**config.mk**
```make
export PLATFORM = sky130hd
export DESIGN_NAME = cuppa_wvb_acq_ctrl
export DESIGN_NICKNAME = d
export VERILOG_FILES = /design/src/rtl/cuppa_wvb_acq_ctrl.sv
export SDC_FILE = /design/constraint.sdc
export NUM_CORES = 1
export LEC_CHECK = 0
export CELL_PAD_IN_SITES_DETAIL_PLACEMENT = 1
export CELL_PAD_IN_SITES_GLOBAL_PLACEMENT = 1
export CORE_ASPECT_RATIO = 0.8
export CORE_MARGIN = 4
export CORE_UTILIZATION = 45
export DETAILED_ROUTE_END_ITERATION = 8
export HOLD_SLACK_MARGIN = 0.1
export PLACE_DENSITY_LB_ADDON = 0.05
export SYNTH_ARGS = -nofsm -noshare
export SYNTH_HDL_FRONTEND = slang
export SYNTH_SLANG_ARGS = --single-unit
```
**constraint.sdc**
```tcl
create_clock -name clk -period 5.8 [get_ports clk]
set_clock_uncertainty 0.05 [all_clocks]
set_input_delay 1.16 -clock clk [delete_from_list [all_inputs] [get_ports clk]]
set_output_delay 1.16 -clock clk [all_outputs]
set_load 0.01 [all_outputs]
```
**src/rtl/cuppa_wvb_acq_ctrl.sv**
```systemverilog
// CUPPA waveform-buffer acquisition FSM: circular-buffer writer (1-cycle write latency), trigger detect, event handoff.
// Descriptor held in DONE until evt_valid && evt_ready; optional trigger counter under `CUPPA_WVB_TRIG_CNT_EN.
module cuppa_wvb_acq_ctrl #(
    parameter int P_ADC_BITS  = 14,
    parameter int P_ADDR_BITS = 12
) (
    input  logic                   clk,
    input  logic                   rst_n,
    input  logic [53:0]            wvb_conf_bundle,
    input  logic [P_ADC_BITS-1:0]  adc_data,
    input  logic                   ext_trig,
    output logic                   wr_en,
    output logic [P_ADDR_BITS-1:0] wr_addr,
    output logic [P_ADC_BITS-1:0]  wr_data,
    output logic                   evt_valid,
    input  logic                   evt_ready,
    output logic [P_ADDR_BITS-1:0] evt_start,
    output logic [15:0]            evt_len,
    output logic                   armed,
    output logic                   conf_err,
    output logic [15:0]            trig_count
);

    typedef enum logic [2:0] {S_IDLE, S_PRE, S_ARMED, S_POST, S_DONE} state_t;

    localparam logic [15:0] DEPTH_M1 = 16'((1 << P_ADDR_BITS) - 1);

    logic [14:0] cf_cnst, cf_test, cf_post;
    logic [5:0]  cf_pre;
    logic        cf_arm, cf_mode, cf_run;

    assign cf_cnst = wvb_conf_bundle[14:0];
    assign cf_test = wvb_conf_bundle[29:15];
    assign cf_post = wvb_conf_bundle[44:30];
    assign cf_pre  = wvb_conf_bundle[50:45];
    assign cf_arm  = wvb_conf_bundle[51];
    assign cf_mode = wvb_conf_bundle[52];
    assign cf_run  = wvb_conf_bundle[53];

    state_t                 state_q;
    logic                   wr_en_q, evt_valid_q, armed_q, conf_err_q;
    logic [P_ADDR_BITS-1:0] wr_addr_q, wr_ptr_q, wr_ptr_d, evt_start_q;
    logic [P_ADC_BITS-1:0]  wr_data_q, adc_prev_q;
    logic [15:0]            evt_len_q, post_q, post_cnt_q;
    logic [5:0]             pre_q, pre_cnt_q;
    logic [14:0]            test_q, cnst_q, armed_cnt_q;
    logic                   run_q, ext_prev_q;

    // Post length is clamped so one event never exceeds the buffer depth.
    logic [15:0] post_lim, post_eff;
    logic        post_clamp;
    assign post_lim   = DEPTH_M1 - 16'(cf_pre);
    assign post_clamp = 16'(cf_post) > post_lim;
    assign post_eff   = post_clamp ? post_lim : 16'(cf_post);

    logic [14:0] adc_ext, adc_prev_ext, cnst_eff;
    logic        trig_ext, trig_thr, trig_cnst, trig_hit, trig_acc;
    assign adc_ext      = 15'(adc_data);
    assign adc_prev_ext = 15'(adc_prev_q);
    assign cnst_eff     = (cnst_q == 15'd0) ? 15'd1 : cnst_q;
    assign trig_ext     = ext_trig & ~ext_prev_q;
    assign trig_thr     = (adc_prev_ext < test_q) && (adc_ext >= test_q);
    assign trig_cnst    = run_q && (armed_cnt_q == cnst_eff);
    assign trig_hit     = (cf_mode ? trig_thr : trig_ext) | trig_cnst;
    assign trig_acc     = (state_q == S_ARMED) && cf_arm && trig_hit;

    logic snap, do_wr;
    assign snap  = cf_arm && ((state_q == S_IDLE) ||
                              ((state_q == S_DONE) && evt_valid_q && evt_ready));
    assign do_wr = cf_arm && ((state_q == S_PRE) || (state_q == S_ARMED) || (state_q == S_POST));
    assign wr_ptr_d = wr_ptr_q + P_ADDR_BITS'(1);

    always_ff @(posedge clk or negedge rst_n) begin
        if (!rst_n) begin
            pre_q      <= '0;
            post_q     <= '0;
            test_q     <= '0;
            cnst_q     <= '0;
            run_q      <= 1'b0;
            conf_err_q <= 1'b0;
        end else if (snap) begin
            pre_q      <= cf_pre;
            post_q     <= post_eff;
            test_q     <= cf_test;
            cnst_q     <= cf_cnst;
            run_q      <= cf_run;
            conf_err_q <= post_clamp;
        end
    end

    // Trigger history registers track every cycle so edges are seen on ARMED entry.
    always_ff @(posedge clk or negedge rst_n) begin
        if (!rst_n) begin
            wr_en_q    <= 1'b0;
            wr_addr_q  <= '0;
            wr_data_q  <= '0;
            wr_ptr_q   <= '0;
            ext_prev_q <= 1'b0;
            adc_prev_q <= '0;
        end else begin
            ext_prev_q <= ext_trig;
            adc_prev_q <= adc_data;
            wr_en_q    <= do_wr;
            if (do_wr) begin
                wr_addr_q <= wr_ptr_q;
                wr_data_q <= adc_data;
                wr_ptr_q  <= wr_ptr_d;
            end
        end
    end

    always_ff @(posedge clk or negedge rst_n) begin
        if (!rst_n) begin
            state_q     <= S_IDLE;
            armed_q     <= 1'b0;
            evt_valid_q <= 1'b0;
            evt_start_q <= '0;
            evt_len_q   <= '0;
            pre_cnt_q   <= '0;
            post_cnt_q  <= '0;
            armed_cnt_q <= '0;
        end else begin
            case (state_q)
                S_IDLE: begin
                    if (snap) begin
                        state_q     <= (cf_pre == 6'd0) ? S_ARMED : S_PRE;
                        armed_q     <= 1'b1;
                        pre_cnt_q   <= cf_pre - 6'd1;
                        armed_cnt_q <= 15'd1;
                    end
                end
                S_PRE: begin
                    if (!cf_arm) begin
                        state_q <= S_IDLE;
                        armed_q <= 1'b0;
                    end else if (pre_cnt_q == 6'd0) begin
                        state_q     <= S_ARMED;
                        armed_cnt_q <= 15'd1;
                    end else begin
                        pre_cnt_q <= pre_cnt_q - 6'd1;
                    end
                end
                S_ARMED: begin
                    if (!cf_arm) begin
                        state_q <= S_IDLE;
                        armed_q <= 1'b0;
                    end else if (trig_acc) begin
                        evt_start_q <= wr_ptr_q - P_ADDR_BITS'(pre_q);
                        evt_len_q   <= 16'(pre_q) + 16'd1 + post_q;
                        post_cnt_q  <= post_q - 16'd1;
                        if (post_q == 16'd0) begin
                            state_q <= S_DONE;
                            armed_q <= 1'b0;
                        end else begin
                            state_q <= S_POST;
                        end
                    end else begin
                        armed_cnt_q <= armed_cnt_q + 15'd1;
                    end
                end
                S_POST: begin
                    if (!cf_arm) begin
                        state_q <= S_IDLE;
                        armed_q <= 1'b0;
                    end else if (post_cnt_q == 16'd0) begin
                        state_q <= S_DONE;
                        armed_q <= 1'b0;
                    end else begin
                        post_cnt_q <= post_cnt_q - 16'd1;
                    end
                end
                S_DONE: begin
                    // First DONE cycle only raises valid, so it trails the last write strobe.
                    if (!evt_valid_q) begin
                        evt_valid_q <= 1'b1;
                    end else if (evt_ready) begin
                        evt_valid_q <= 1'b0;
                        if (snap) begin
                            state_q     <= (cf_pre == 6'd0) ? S_ARMED : S_PRE;
                            armed_q     <= 1'b1;
                            pre_cnt_q   <= cf_pre - 6'd1;
                            armed_cnt_q <= 15'd1;
                        end else begin
                            state_q <= S_IDLE;
                        end
                    end
                end
                default: begin
                    state_q <= S_IDLE;
                    armed_q <= 1'b0;
                end
            endcase
        end
    end

`ifdef CUPPA_WVB_TRIG_CNT_EN
    logic [15:0] trig_cnt_q;
    always_ff @(posedge clk or negedge rst_n) begin
        if (!rst_n) begin
            trig_cnt_q <= '0;
        end else if (trig_acc && (trig_cnt_q != 16'hFFFF)) begin
            trig_cnt_q <= trig_cnt_q + 16'd1;
        end
    end
    assign trig_count = trig_cnt_q;
`else
    assign trig_count = 16'd0;
`endif

    assign wr_en     = wr_en_q;
    assign wr_addr   = wr_addr_q;
    assign wr_data   = wr_data_q;
    assign evt_valid = evt_valid_q;
    assign evt_start = evt_start_q;
    assign evt_len   = evt_len_q;
    assign armed     = armed_q;
    assign conf_err  = conf_err_q;

endmodule
```
Word level (Yosys, flattened, before mapping) --
Cells that the tools add are included. Widths: inputs -> output; s select.
Word-level totals: flip-flop bits (word level) 178, output and inout bits 74, input bits 72
Cells by class: equality and inequality tests 21, bitwise logic cells 3, mux-type cells 47, reductions and logical operators 26, magnitude comparators 3, $add $sub $neg 10
Operator list (count):
- $mux 15 | 8
- $mux 16 | 5
- $pmux 15 s4 | 1
- $logic_not 16->1 | 2
- $pmux 16 s2 | 1
- $sub 16x1->16 const B | 2
- $mux 3 | 10
- $mux 6 | 5
- $ne 2x2->1 const B | 11
- $pmux 6 s3 | 1
- $add 7x16->16 | 1
- $gt 15x16->1 | 1
- $add 15x1->15 const B | 1
- $eq 15x15->1 | 1
- $ge 14x15->1 | 1
- $logic_not 15->1 | 1
- $lt 14x15->1 | 1
- $pmux 3 s5 | 1
- $sub 12x6->13 const A | 1
- $add 12x1->12 const B | 1
- $logic_not 6->1 | 2
- $mux 1 | 12
- $reduce_and 6->1 | 2
- $sub 12x6->12 | 1
- other kinds (22) | 37

Logic depth before layout (Yosys ltp) --
Gate-level depths: netlist of the first run.
word-level depth 9, depth in mapped cells 14, mapped depth without buffers 12

Least setup slack after synthesis of the first run --
OpenSTA, ideal clock, no wires.
path type input-to-reg, start point input adc_data[12], end point register post_cnt_q[13], required time 5.610 ns, setup slack 2.369 ns, data arrival time 3.241 ns, stages on the path 9, path through ha_1 -> a211oi_1 -> or3_1 -> a221o_1 -> a311oi_2 -> a211oi_4 -> buf_2 -> a2111oi_0 -> a211oi_1
Between the ends: longest elaborated chain between the ends 7
Ends and longest elaborated chain:
- from (decl) | RTL line 10 | input logic [P_ADC_BITS-1:0] adc_data,
- $ge 14x15->1 | RTL line 62 | assign trig_thr = (adc_prev_ext < test_q) && (adc_ext >= test_q);
- $logic_and 1x1->1 | RTL line 62
- $mux 1 | RTL line 64 | assign trig_hit = (cf_mode ? trig_thr : trig_ext) | trig_cnst;
- $or 1x1->1 | RTL line 64
- $logic_and 1x1->1 | RTL line 65 | assign trig_acc = (state_q == S_ARMED) && cf_arm && trig_hit;
- $ne 2x2->1 (no line)
- $reduce_and 5->1 (no line)
- to (signal assigned) | RTL line 150 | post_cnt_q <= post_q - 16'd1;
- to (signal assigned) | RTL line 169 | post_cnt_q <= post_cnt_q - 16'd1;
- to (decl) | RTL line 44 | logic [15:0] evt_len_q, post_q, post_cnt_q;
No other way between the ends. A chain may end at the register's enable or synchronous reset.

Worst setup path after layout of the first run --
start point input adc_data[12], end point register post_cnt_q[0]
Same word-level chain as after synthesis.

==> results.txt, run 1 <==
The worst min-delay path class is reg2reg. The switching fraction of total power is 41.4%. The global-route wire length before repair came out at 47300 µm. The worst setup path is launched from an input port. The fmax is 240 MHz. The minimum clock period came out at 4.17 ns. Global routing finished with a remaining overflow of 0. The die span in x came out at 175 µm. Entering global routing, the biggest net connects 99 pins. The worst voltage drop across the vdd grid is 0.215 mV. The number of filler cells placed in the layout is 2467. At the pin with the least slew margin, the transition time is 1.17 ns. The routed layout has 8391 vias. Synthesis inferred 177 register bits. In the post-route analysis, the smallest setup slack over all paths is 1.63 ns. The peak per-stage delay on the critical path came out at 0.51 ns. The sum of routed wire length over all layers came out at 28600 µm.

The share of total power in the clock network came out at 19.8%. The CTS buffer count came out at 17. The final number of hold-violating endpoints was 0. The cell with the largest stage delay on the worst path is o21ai_2. The post-CTS setup buffer count is 0. Grouping stages by cell kind, the critical path spends the most delay in compound AO/OA/AOI/OAI gates. The portion of total power attributed to combinational logic is 45.6%.

For the worst setup path, the data required time is 6.08 ns. The number of distinct library cells after synthesis came out at 68. The share of the cycle needed by the critical path after routing came out at 72.0%. After detailed routing, the number of vias per cell comes to 5.53. The number of enable-type register cells in the synthesized netlist came out at 0.

By startpoint and endpoint, the worst setup path is classified as in2reg. In this run the power density over the cells is 495 mW/mm². In this run the tightest slew margin relative to its limit is 21.2%.

The total DRC errors in the routed layout is 0. The count of maximum capacitance violations is 0. The synthesized cell area came out at 0.00999 mm². The post-route netlist has 7.23% of its cells at a drive strength greater than 1. The die height came out at 141 µm. The average wire length per cell after detail routing came out at 18.8 µm.

The share of total power dissipated in sequential elements is 34.6%. The congestion estimate from routability-driven global placement came to 0.808. The I/O pin total came out at 146. The number of gates given a new drive strength after cts came out at 0.

The clock net in this run drives a total of 177 sinks. The met1 capacity usage during global routing came out at 32.8%. The switching power is 2.47 mW. The critical path capture point type is a flip-flop. The yosys synthesis warning count is 0. The detailed-routing iteration count for the pre-antenna-repair pass is 4. The flip-flop cell with the highest count after synthesis is dfrtp_1. The number of H-tree levels is 4. The number of nets in the final layout is 1327. Summing all placed instances gives a cell area of 0.0115 mm².

The post-route non-filler standard cell count came out at 1518. Setup violations remaining at the end of the flow were counted as 0. The via count of the first global-routing pass came out at 8750. The met3 track utilization from global routing is 4.16%. The data arrival time of the critical path came out at 4.46 ns. Setup repair after global routing left no endpoint under its margin. The total count of max-transition violations in the final report came to 0. The maximum clock path buffer count came out at 2. For this run, global-route usage on met2 was measured as 38.8%. The initial antenna violation count was 1. The leakage dissipation is 5.19 nW. The critical path goes through clkdlybuf4s50_1, ha_1, a211oi_1, or3_1, a221o_1, a311oi_2, a211oi_4, buf_4, o21ai_2, mux2_2. Before CTS, the worst setup slack after placement is 1.18 ns. The count of placed standard cells including taps came out at 1485. Clock tree synthesis selected as its root buffer the cell clkbuf_16. Of all nets on the critical path, the largest fanout is 22. In this run, post-CTS hold repair placed 0 buffers. Clock latency on the worst-skew pair, taken at its later pin, is 0.44 ns. The buffers plus inverters on the worst setup path came out at 2.

The estimated wirelength of the detail-placed design is 20700 µm. The clock edge transition at the registers on the reported setup and hold paths came out at 0.08 ns. The full die area came out at 0.0247 mm².

The synthesized area per cell came out at 9.03 µm². The number of placement rows is 48. The initial DRC count is 490. The count of port buffers added during placement came out at 129. Of all flip-flops after synthesis, the portion carrying an async set or reset was 100%. The flow ran to the end, and the final reports show no timing, DRC or antenna violations. TritonCTS built the clock tree. The total global-route track usage is 23.5%.

The post-synthesis cell count came out at 1106. The global routing stage identified its most utilized layer as met2. Once the floorplan was initialized, standard cells occupied 46.1% of the core.

The sequential cell area fraction in the yosys report is 44.3%. Cells fill 55.5% of the core in the end. The cell-internal power is 3.49 mW. The detail route stage leaves a number of antenna-violating nets equal to 0. The sum of negative setup slack came out at 0 ns. The post-layout instance area is 0.0120 mm². Compared with the post-synthesis result, the final layout area differs by 20.5%. The total core area came out at 0.0217 mm².
[metal layers]
| metal | up-vias | part of all wire, % |
|---|---|---|
| li1 | 4054 | - |
| met4 | 0 | 1.1 |
| met2 | 158 | 47 |
| met1 | 4152 | 48 |
| met5 | - | 0 |
| met3 | 27 | 3.9 |
[worst paths after layout]
kind	start	to	slack, ns	cells after the start
worst max-delay path	adc_data[12]	post_cnt_q[0]	1.63	10
worst min-delay path	evt_len[1]	evt_len[1]	0.43	2
worst max register to register	state_q[2]	post_cnt_q[14]	2.16	9
worst min register to register	evt_len[1]	evt_len[1]	0.43	2
max in group asynchronous	rst_n	armed_cnt_q[2]	3.75	2
min in group asynchronous	rst_n	wr_addr[8]	0.75	1
[cells by family (layout without fill, tap and decap cells)]
logic type,Yosys count,count (layout),synth area share (%)
other,1,17,0.0375
xor gates and xnor gates,47,47,4.12
and+or+nand+nor,390,390,18.3
DFF,177,177,44.3
muxes,41,41,4.46
adders and majority gates,51,51,6.54
AOI/OAI and AO/OA,280,280,16.9
buffers and inverters,119,215,5.27
[synthesized netlist by cell type (10+ instances only)]
cell type	instances	share of area [%]
nand2b_1	10	0.63
buf_4	16	1.2
xnor2_1	38	3.3
o21ai_1	27	1.4
and2_1	11	0.69
a21oi_1	71	3.6
buf_2	10	0.50
a21o_1	14	1.1
and3_1	10	0.63
inv_1	41	1.5
o21ai_0	87	4.4
nor2_1	66	2.5
a31oi_1	14	0.88
nand2_1	177	6.7
nand4_1	23	1.4
mux2i_1	13	1.3
ha_1	49	6.1
dfrtp_1	177	44
nor3_1	22	1.1
a211oi_1	13	0.98
mux2_2	28	3.2
clkbuf_1	43	1.6
nand3_1	30	1.5
[power groups by stage]
stage | clock (mW) | combinational [mW] | sequential [mW]
global route | 1.26 | 3.06 | 2.12
CTS | 1.21 | 2.75 | 2.06
finish | 1.18 | 2.72 | 2.06
detailed placement | 0 | 2.72 | 2.08
floorplan | 0 | 1.82 | 1.97
global placement | 0 | 2.59 | 2.06
[state kept, by name, summed over array words and instances, names as in the netlist, 3 cells and up]
| register | cells |
|---|---|
| state_q | 3 |
| pre_q | 6 |
| post_cnt_q | 16 |
| evt_start | 12 |
| cnst_q | 15 |
| wr_addr | 12 |
| test_q | 15 |
| wr_ptr_q | 12 |
| post_q | 15 |
| armed_cnt_q | 15 |
| adc_prev_q | 14 |
| pre_cnt_q | 6 |
| evt_len | 16 |
| wr_data | 14 |
[metrics by stage]
| stage | hold slack, ns | total power, mW |
|---|---|---|
| 3_5_place_dp | 0.424 | 4.80 |
| 6_report | 0.431 | 5.96 |
| 4_1_cts | 0.440 | 6.01 |
| 3_3_place_gp | 0.416 | 4.65 |
| 2_1_floorplan | 0.396 | 3.79 |
| 5_1_grt | 0.468 | 6.44 |
[layout by cell type (no fill, tap or decap), types with 30 or more instances in the layout]
cell	instances
nand3_1	30
dfrtp_1	177
nand2_1	177
inv_1	41
clkdlybuf4s50_1	128
nor2_1	66
a21oi_1	71
ha_1	49
o21ai_0	87
xnor2_1	38
[layout make-up]
class	count	area [µm²]	area share (%)
Multi-Input combinational cell	825	5100	42.4
Tap cell	300	375	3.12
Antenna cell	1	2.50	0.0208
Clock inverter	13	150	1.25
Sequential cell	177	4430	36.8
Timing Repair Buffer	142	1390	11.5
Inverter	41	154	1.28
Clock buffer	19	433	3.60
[worst register-to-register path, delay by kind of cell (launching register included)]
kind                       cells  cell delay (ns)
and+or+nand+nor                4             1.39
DFF                            1             0.53
adders and majority gates      1             0.53
AOI/OAI and AO/OA              4             1.00
Note: power is estimated with default switching activity, not from simulation.
==> run 2, diff against run 1 <==
CORE_UTILIZATION = 42   (was 45)
clock period = 4.3 ns   (was 5.8 ns; I/O delays follow)
==> run 2 against run 1 <==
Net effect:
- setup slack worse by 0.92 ns
- global-route usage is 2.1 points lower
- sequential share of layout area is 0.16 points lower
- die area rose by 6.8%
==> results.txt, run 2 (synthesis results as in run 1) <==
The count of placed standard cells including taps came out at 1508. The data arrival time of the critical path is 3.92 ns. The worst-case IR drop observed on VDD is 0.291 mV. The number of gates given a new drive strength after cts is 0. The via count of the first global-routing pass is 8620. The placed cell area is 0.0116 mm².

After routing the design area is 0.0121 mm². The average vias per placed instance is 5.48. The total congestion overflow is 0.

The start point of the critical path is adc_data[5]. The highest net fanout along the worst path came out at 8. The later pin in the worst-skew pair is clocked with a latency of 0.43 ns. The smallest clock period supported by the final layout is computed as 3.60 ns. The initial antenna violation count was 2. The worst hold path begins at conf_err. The total core area came out at 0.0234 mm². The power per cell area is 652 mW/mm². For this run, design rule violations remaining after detail routing come to 0. In this run the count of I/O pins placed on the die edge is 146. The longest clock path from root to sink contains 2 buffers.

The worst reg-to-reg path cell count came out at 9. For the pin with the worst max-slew slack, the measured transition is 0.851 ns. Buffers inserted to repair hold after CTS numbered 0.

The global placement routability congestion came out at 0.792. TritonCTS built the clock tree. The startpoint identified for the worst register-to-register timing path is state_q[2]. The leakage dissipation is 5.22 nW. The full die area is 0.0263 mm². The final number of hold-violating endpoints is 0.

The library cells used most frequently in the layout, excluding fill and tap cells, are nand2_1 (177), dfrtp_1 (177), clkdlybuf4s50_1 (128). The fmax came out at 278 MHz. The estimated wirelength of the detail-placed design came out at 20800 µm.

The sum of negative setup slack is 0 ns. The relative slew slack is 43.3%. The endpoint of the worst register-to-register path is post_cnt_q[14]. The effective utilization at floorplan is 42.7%. The total via count after detailed routing is 8451. The number of H-tree levels came out at 4. The count of port buffers added during placement is 129. The CTS sink count is 177. After the last flow step, the layout net total stands at 1338. The detailed-routing iteration count for the pre-antenna-repair pass is 4. The fraction of the core area covered by cells at the end of the flow came out at 51.7%. The total global-route track usage is 21.5%. The average wire length per cell after detail routing is 18.3 µm. The maximum number of pins on one net before global-route repair is 92. The worst hold path belongs to the class reg2reg. The die span in x came out at 180 µm. Relative to the synthesized area, the layout overhead comes to 21.0%. The total count of max-transition violations in the final report is 0. The number of filler cells placed in the layout came out at 2694. The number of clock buffers added by TritonCTS is 17.

The run finished with clean final reports. Setup repair after global routing left no endpoint under its margin. The post-CTS setup buffer count came out at 0. The share of the cycle needed by the critical path after routing came out at 83.6%. The critical path required time came out at 4.62 ns. The post-route netlist has 7.90% of its cells at a drive strength greater than 1. The setup check on the worst reg-to-reg path leaves a slack of 0.98 ns.

The type of origin of the critical path is an input port. The first global-routing pass estimated 46100 µm of wire. The routed design has 28100 µm of wire.

The number of placement rows came out at 50. Following the worst setup path forward leads to its endpoint at armed_cnt_q[14]. Leaving out filler cells and counting taps, the final layout contains 1541. For this block, the initial DRC count from the detailed router was 407. In this run the clock root is driven by a clkbuf_16. The classification of the worst setup path is in2reg.

STA classifies the critical path endpoint as a flip-flop. Setup violations remaining at the end of the flow were counted as 0. Across the run, the number of max-cap violations was 0. After clock tree synthesis, the clock-pin slew on the worst setup and hold paths is 0.07 ns.

The die height came out at 146 µm. The count of nets left with antenna violations once routing finished came out at 0. The tightest hold margin is 0.430 ns.
==> run 2: changes by cell type in the layout (fill, tap and decap cells not counted) <==
| cell | previous run | this run |
|---|---|---|
| buf_4 | 13 | 23 |
| clkinv_2 | 3 | 5 |
| clkbuf_1 | 2 | 4 |
| clkinv_4 | 2 | 1 |
| bufinv_16 | 2 | 0 |
| inv_8 | 2 | 0 |
| clkbuf_8 | 0 | 2 |
| clkinvlp_4 | 0 | 2 |
| buf_12 | 0 | 1 |
| inv_6 | 4 | 1 |
==> run 2: area by class of cell <==
cell class,instances,area [µm²],area share [%]
clock buffer,23,468,3.87
timing repair buffer,153,1490,12.3
multi-input combinational,825,5100,42.2
tap,312,390,3.23
inverter,41,154,1.27
sequential,177,4430,36.6
clock inverter,9,57.6,0.476
antenna,1,2.50,0.0207
==> run 2: report_power, final <==
group          internal, mW  total [mW]  switching [mW]
clock                 0.768        1.43           0.659
combinational          1.64        3.68            2.04
sequential             2.21        2.77           0.563
total                  4.62        7.88            3.26
==> run 2: per-layer routing <==
metal | global-route usage, % | part of all wire, % | vias up
met5 | 0 | 0.060 | -
met4 | 4.42 | 1.1 | 2
li1 | - | - | 4090
met2 | 35.5 | 47 | 155
met1 | 29.5 | 47 | 4182
met3 | 4.27 | 4.8 | 22
==> run 2: worst min path at each step <==
stage,endpoint,slack (ns),cells after the start
after floorplan,run_q,0.40,2
after global placement,conf_err,0.41,2
after detailed placement,run_q,0.42,2
after CTS,run_q,0.44,2
after global routing,conf_err,0.45,2
final,conf_err,0.43,2
==> run 2: worst max-delay path, cell delays in order <==
cell             delay, ns
clkdlybuf4s50_1       0.47
ha_1                  0.35
nand4_1               0.14
nor2_1                0.08
a221oi_1              0.38
a311oi_2              0.19
a211oi_4              0.62
nand4_1               0.23
or4_1                 0.51
nand3_1               0.09
==> run 2: metrics by stage <==
| step | total power, mW | setup WS [ns] |
|---|---|---|
| finish | 7.88 | 0.704 |
| global route | 8.54 | 0.497 |
| CTS | 7.97 | 0.733 |
| detailed placement | 6.47 | 0.285 |
| global placement | 6.35 | 0.320 |
| floorplan | 5.11 | 1.08 |
==> run 3, diff against run 2 <==
clock period = 3.56 ns   (was 4.3 ns; I/O delays follow)
==> run 3 against run 2 <==
Net effect:
- first-iteration DRC count is 9.8% higher
- highest routed layer unchanged
- largest cell class unchanged
- wire length increased by 3.2%
- clock power up 31%
- critical endpoint is now post_cnt_q[2]
==> results.txt, run 3 (synthesis results as in run 1) <==
After detailed routing, the number of vias per cell comes to 5.48. For the worst setup path, the data required time is 3.80 ns. The effective utilization at floorplan came out at 42.7%.

The peak per-stage delay on the critical path came out at 0.43 ns. The die covers 0.0263 mm². The average wire length per cell after detail routing came out at 18.5 µm.

Broken down by cell family, the worst path's largest delay share belongs to compound AO/OA/AOI/OAI gates. The endpoint identified for the worst register-to-register timing path is post_cnt_q[14]. The classification of the worst setup path is in2reg.

The clock edge transition at the registers on the reported setup and hold paths came out at 0.08 ns. The type of origin of the critical path is an input port. The total congestion overflow came out at 0.

Setup repair after global routing left no endpoint under its margin. Timing would allow up to 300 MHz. The die height came out at 146 µm. The detailed-routing iteration count for the pre-antenna-repair pass came out at 5. The global-route wire length before repair came out at 48100 µm. The total via count after detailed routing is 8591. The worst voltage drop across the vdd grid came out at 0.344 mV.

The CTS buffer count is 17. TritonCTS built the clock tree. Once detail routing completed, the nets flagged for antenna violations numbered 0. The buffers plus inverters on the worst setup path is 3. Setup violations remaining at the end of the flow were counted as 0. The clock passes through at most 2 buffers. The final number of hold-violating endpoints came out at 0.

The path class of the tightest hold or removal check is in2async. For this run, the total global-route usage over all layers was measured as 22.1%. The tightest hold path in the finished design has a slack of 0.236 ns. The cell sitting at the root of the clock tree is a clkbuf_16. The count of placed standard cells including taps is 1537. The top cell types in the final layout, fill and taps aside, are nand2_1 (177), dfrtp_1 (177), clkdlybuf4s50_1 (128). The combined area of the multi-input logic cells is 0.00510 mm². The startpoint identified for the worst register-to-register timing path is state_q[2]. The setup slack of the most critical reg-to-reg path is 0.54 ns. The signal on the critical path passes through clkdlybuf4s50_1, ha_1, a211oi_1, or3_1, a221o_1, a311oi_2, a211oi_4, buf_12, buf_12, a2111oi_0, a211oi_1. The total chip power is 9.81 mW. In this run, post-CTS hold repair placed 0 buffers.

The highest net fanout along the worst path came out at 21. In this run the count of I/O pins placed on the die edge is 146. The flow ran to the end, and the final reports show no timing, DRC or antenna violations. The number of placement rows is 50. The total DRC errors in the routed layout came out at 0. Gates resized during post-CTS repair numbered 0. The tool flagged a number of max-cap violations equal to 0. Routability-driven placement finished with a final weighted congestion of 0.849. The power per cell area is 791 mW/mm². In this run the tightest slew margin relative to its limit is 56.6%. The via count of the first global-routing pass is 9009. The final layout contains 1367 nets. The leakage dissipation is 5.39 nW. The count of port buffers added during placement came out at 129. The data arrival time of the critical path is 3.57 ns. The worst reg-to-reg path cell count came out at 9.

The number of H-tree levels is 4. The slowest stage of the critical path belongs to the cell clkdlybuf4s50_1. Of the cells placed in the final design, the portion with a size suffix greater than 1 is 10.3%.

The minimum clock period came out at 3.33 ns. Dividing the final minimum period by the clock period gives 93.6%. The die is 180 µm wide. The initial DRC count is 447. The clock drives 177 sinks. The total count of max-transition violations in the final report came out at 0. The area occupied by registers is 0.00443 mm². The initial antenna violation count is 2.

The number of filler cells placed in the layout is 2704. The slew of the pin with the lowest slew margin came out at 0.650 ns. STA classifies the critical path endpoint as a flip-flop.

The core region is 0.0234 mm². The post-route non-filler standard cell count is 1569. From synthesis to final layout, the design area changed by 24.1%. The sum of routed wire length over all layers came out at 29000 µm. The clock latency at the later pin of the worst-skew pair is 0.44 ns. The estimated wirelength of the detail-placed design is 21500 µm. Entering global routing, the biggest net connects 68 pins. The post-CTS setup buffer count came out at 0.
## run 3: changes by cell type in the layout (fill, tap and decap cells not counted), moves of 3 or more
cell and change:
clkinv_4 +3, inv_8 +4, clkbuf_1 -4, buf_12 +4, buf_4 +25, clkinv_2 -4
## run 3: how the worst max path moves through the flow
stage | startpoint | slack, ns | cells after the start | to
4_1_cts | adc_data[12] | 0.20 | 11 | post_cnt_q[2]
2_1_floorplan | state_q[2] | 0.34 | 14 | post_cnt_q[6]
5_1_grt | adc_data[12] | 0.09 | 11 | post_cnt_q[2]
3_5_place_dp | adc_data[12] | -0.22 | 12 | evt_start[3]
6_report | adc_data[12] | 0.23 | 11 | post_cnt_q[2]
3_3_place_gp | adc_data[12] | -0.11 | 12 | evt_start[2]
## run 3: report_power, final
part           switching (mW)  total [mW]  internal (mW)
clock network           0.939        1.87          0.930
logic                    2.52        4.61           2.09
registers               0.664        3.33           2.67
total                    4.12        9.81           5.69
## run 3: area by class of cell
cell class                      count  area share (%)
Clock inverter                     14            1.15
Antenna cell                        1          0.0202
Inverter                           41            1.24
Multi-Input combinational cell    825            41.2
Timing Repair Buffer              182            14.1
Tap cell                          312            3.15
Clock buffer                       17            3.43
Sequential cell                   177            35.7
## run 3: stage by stage
step	TNS, ns	setup slack, ns	area (µm²)	utilization, %
floorplan	0	0.341	10000	-
global placement	-2.75	-0.106	11800	50.6
detailed placement	-5.95	-0.219	11800	50.6
CTS	0	0.198	12400	53.0
global route	0	0.0859	12400	53.0
finish	0	0.230	12400	53.0
## run 3: routing by layer
layer  track usage (%)  routed length, µm
met5                 0                 13
met4              6.16                613
met3              3.90               1280
met2              35.0              13100
met1              31.5              14000
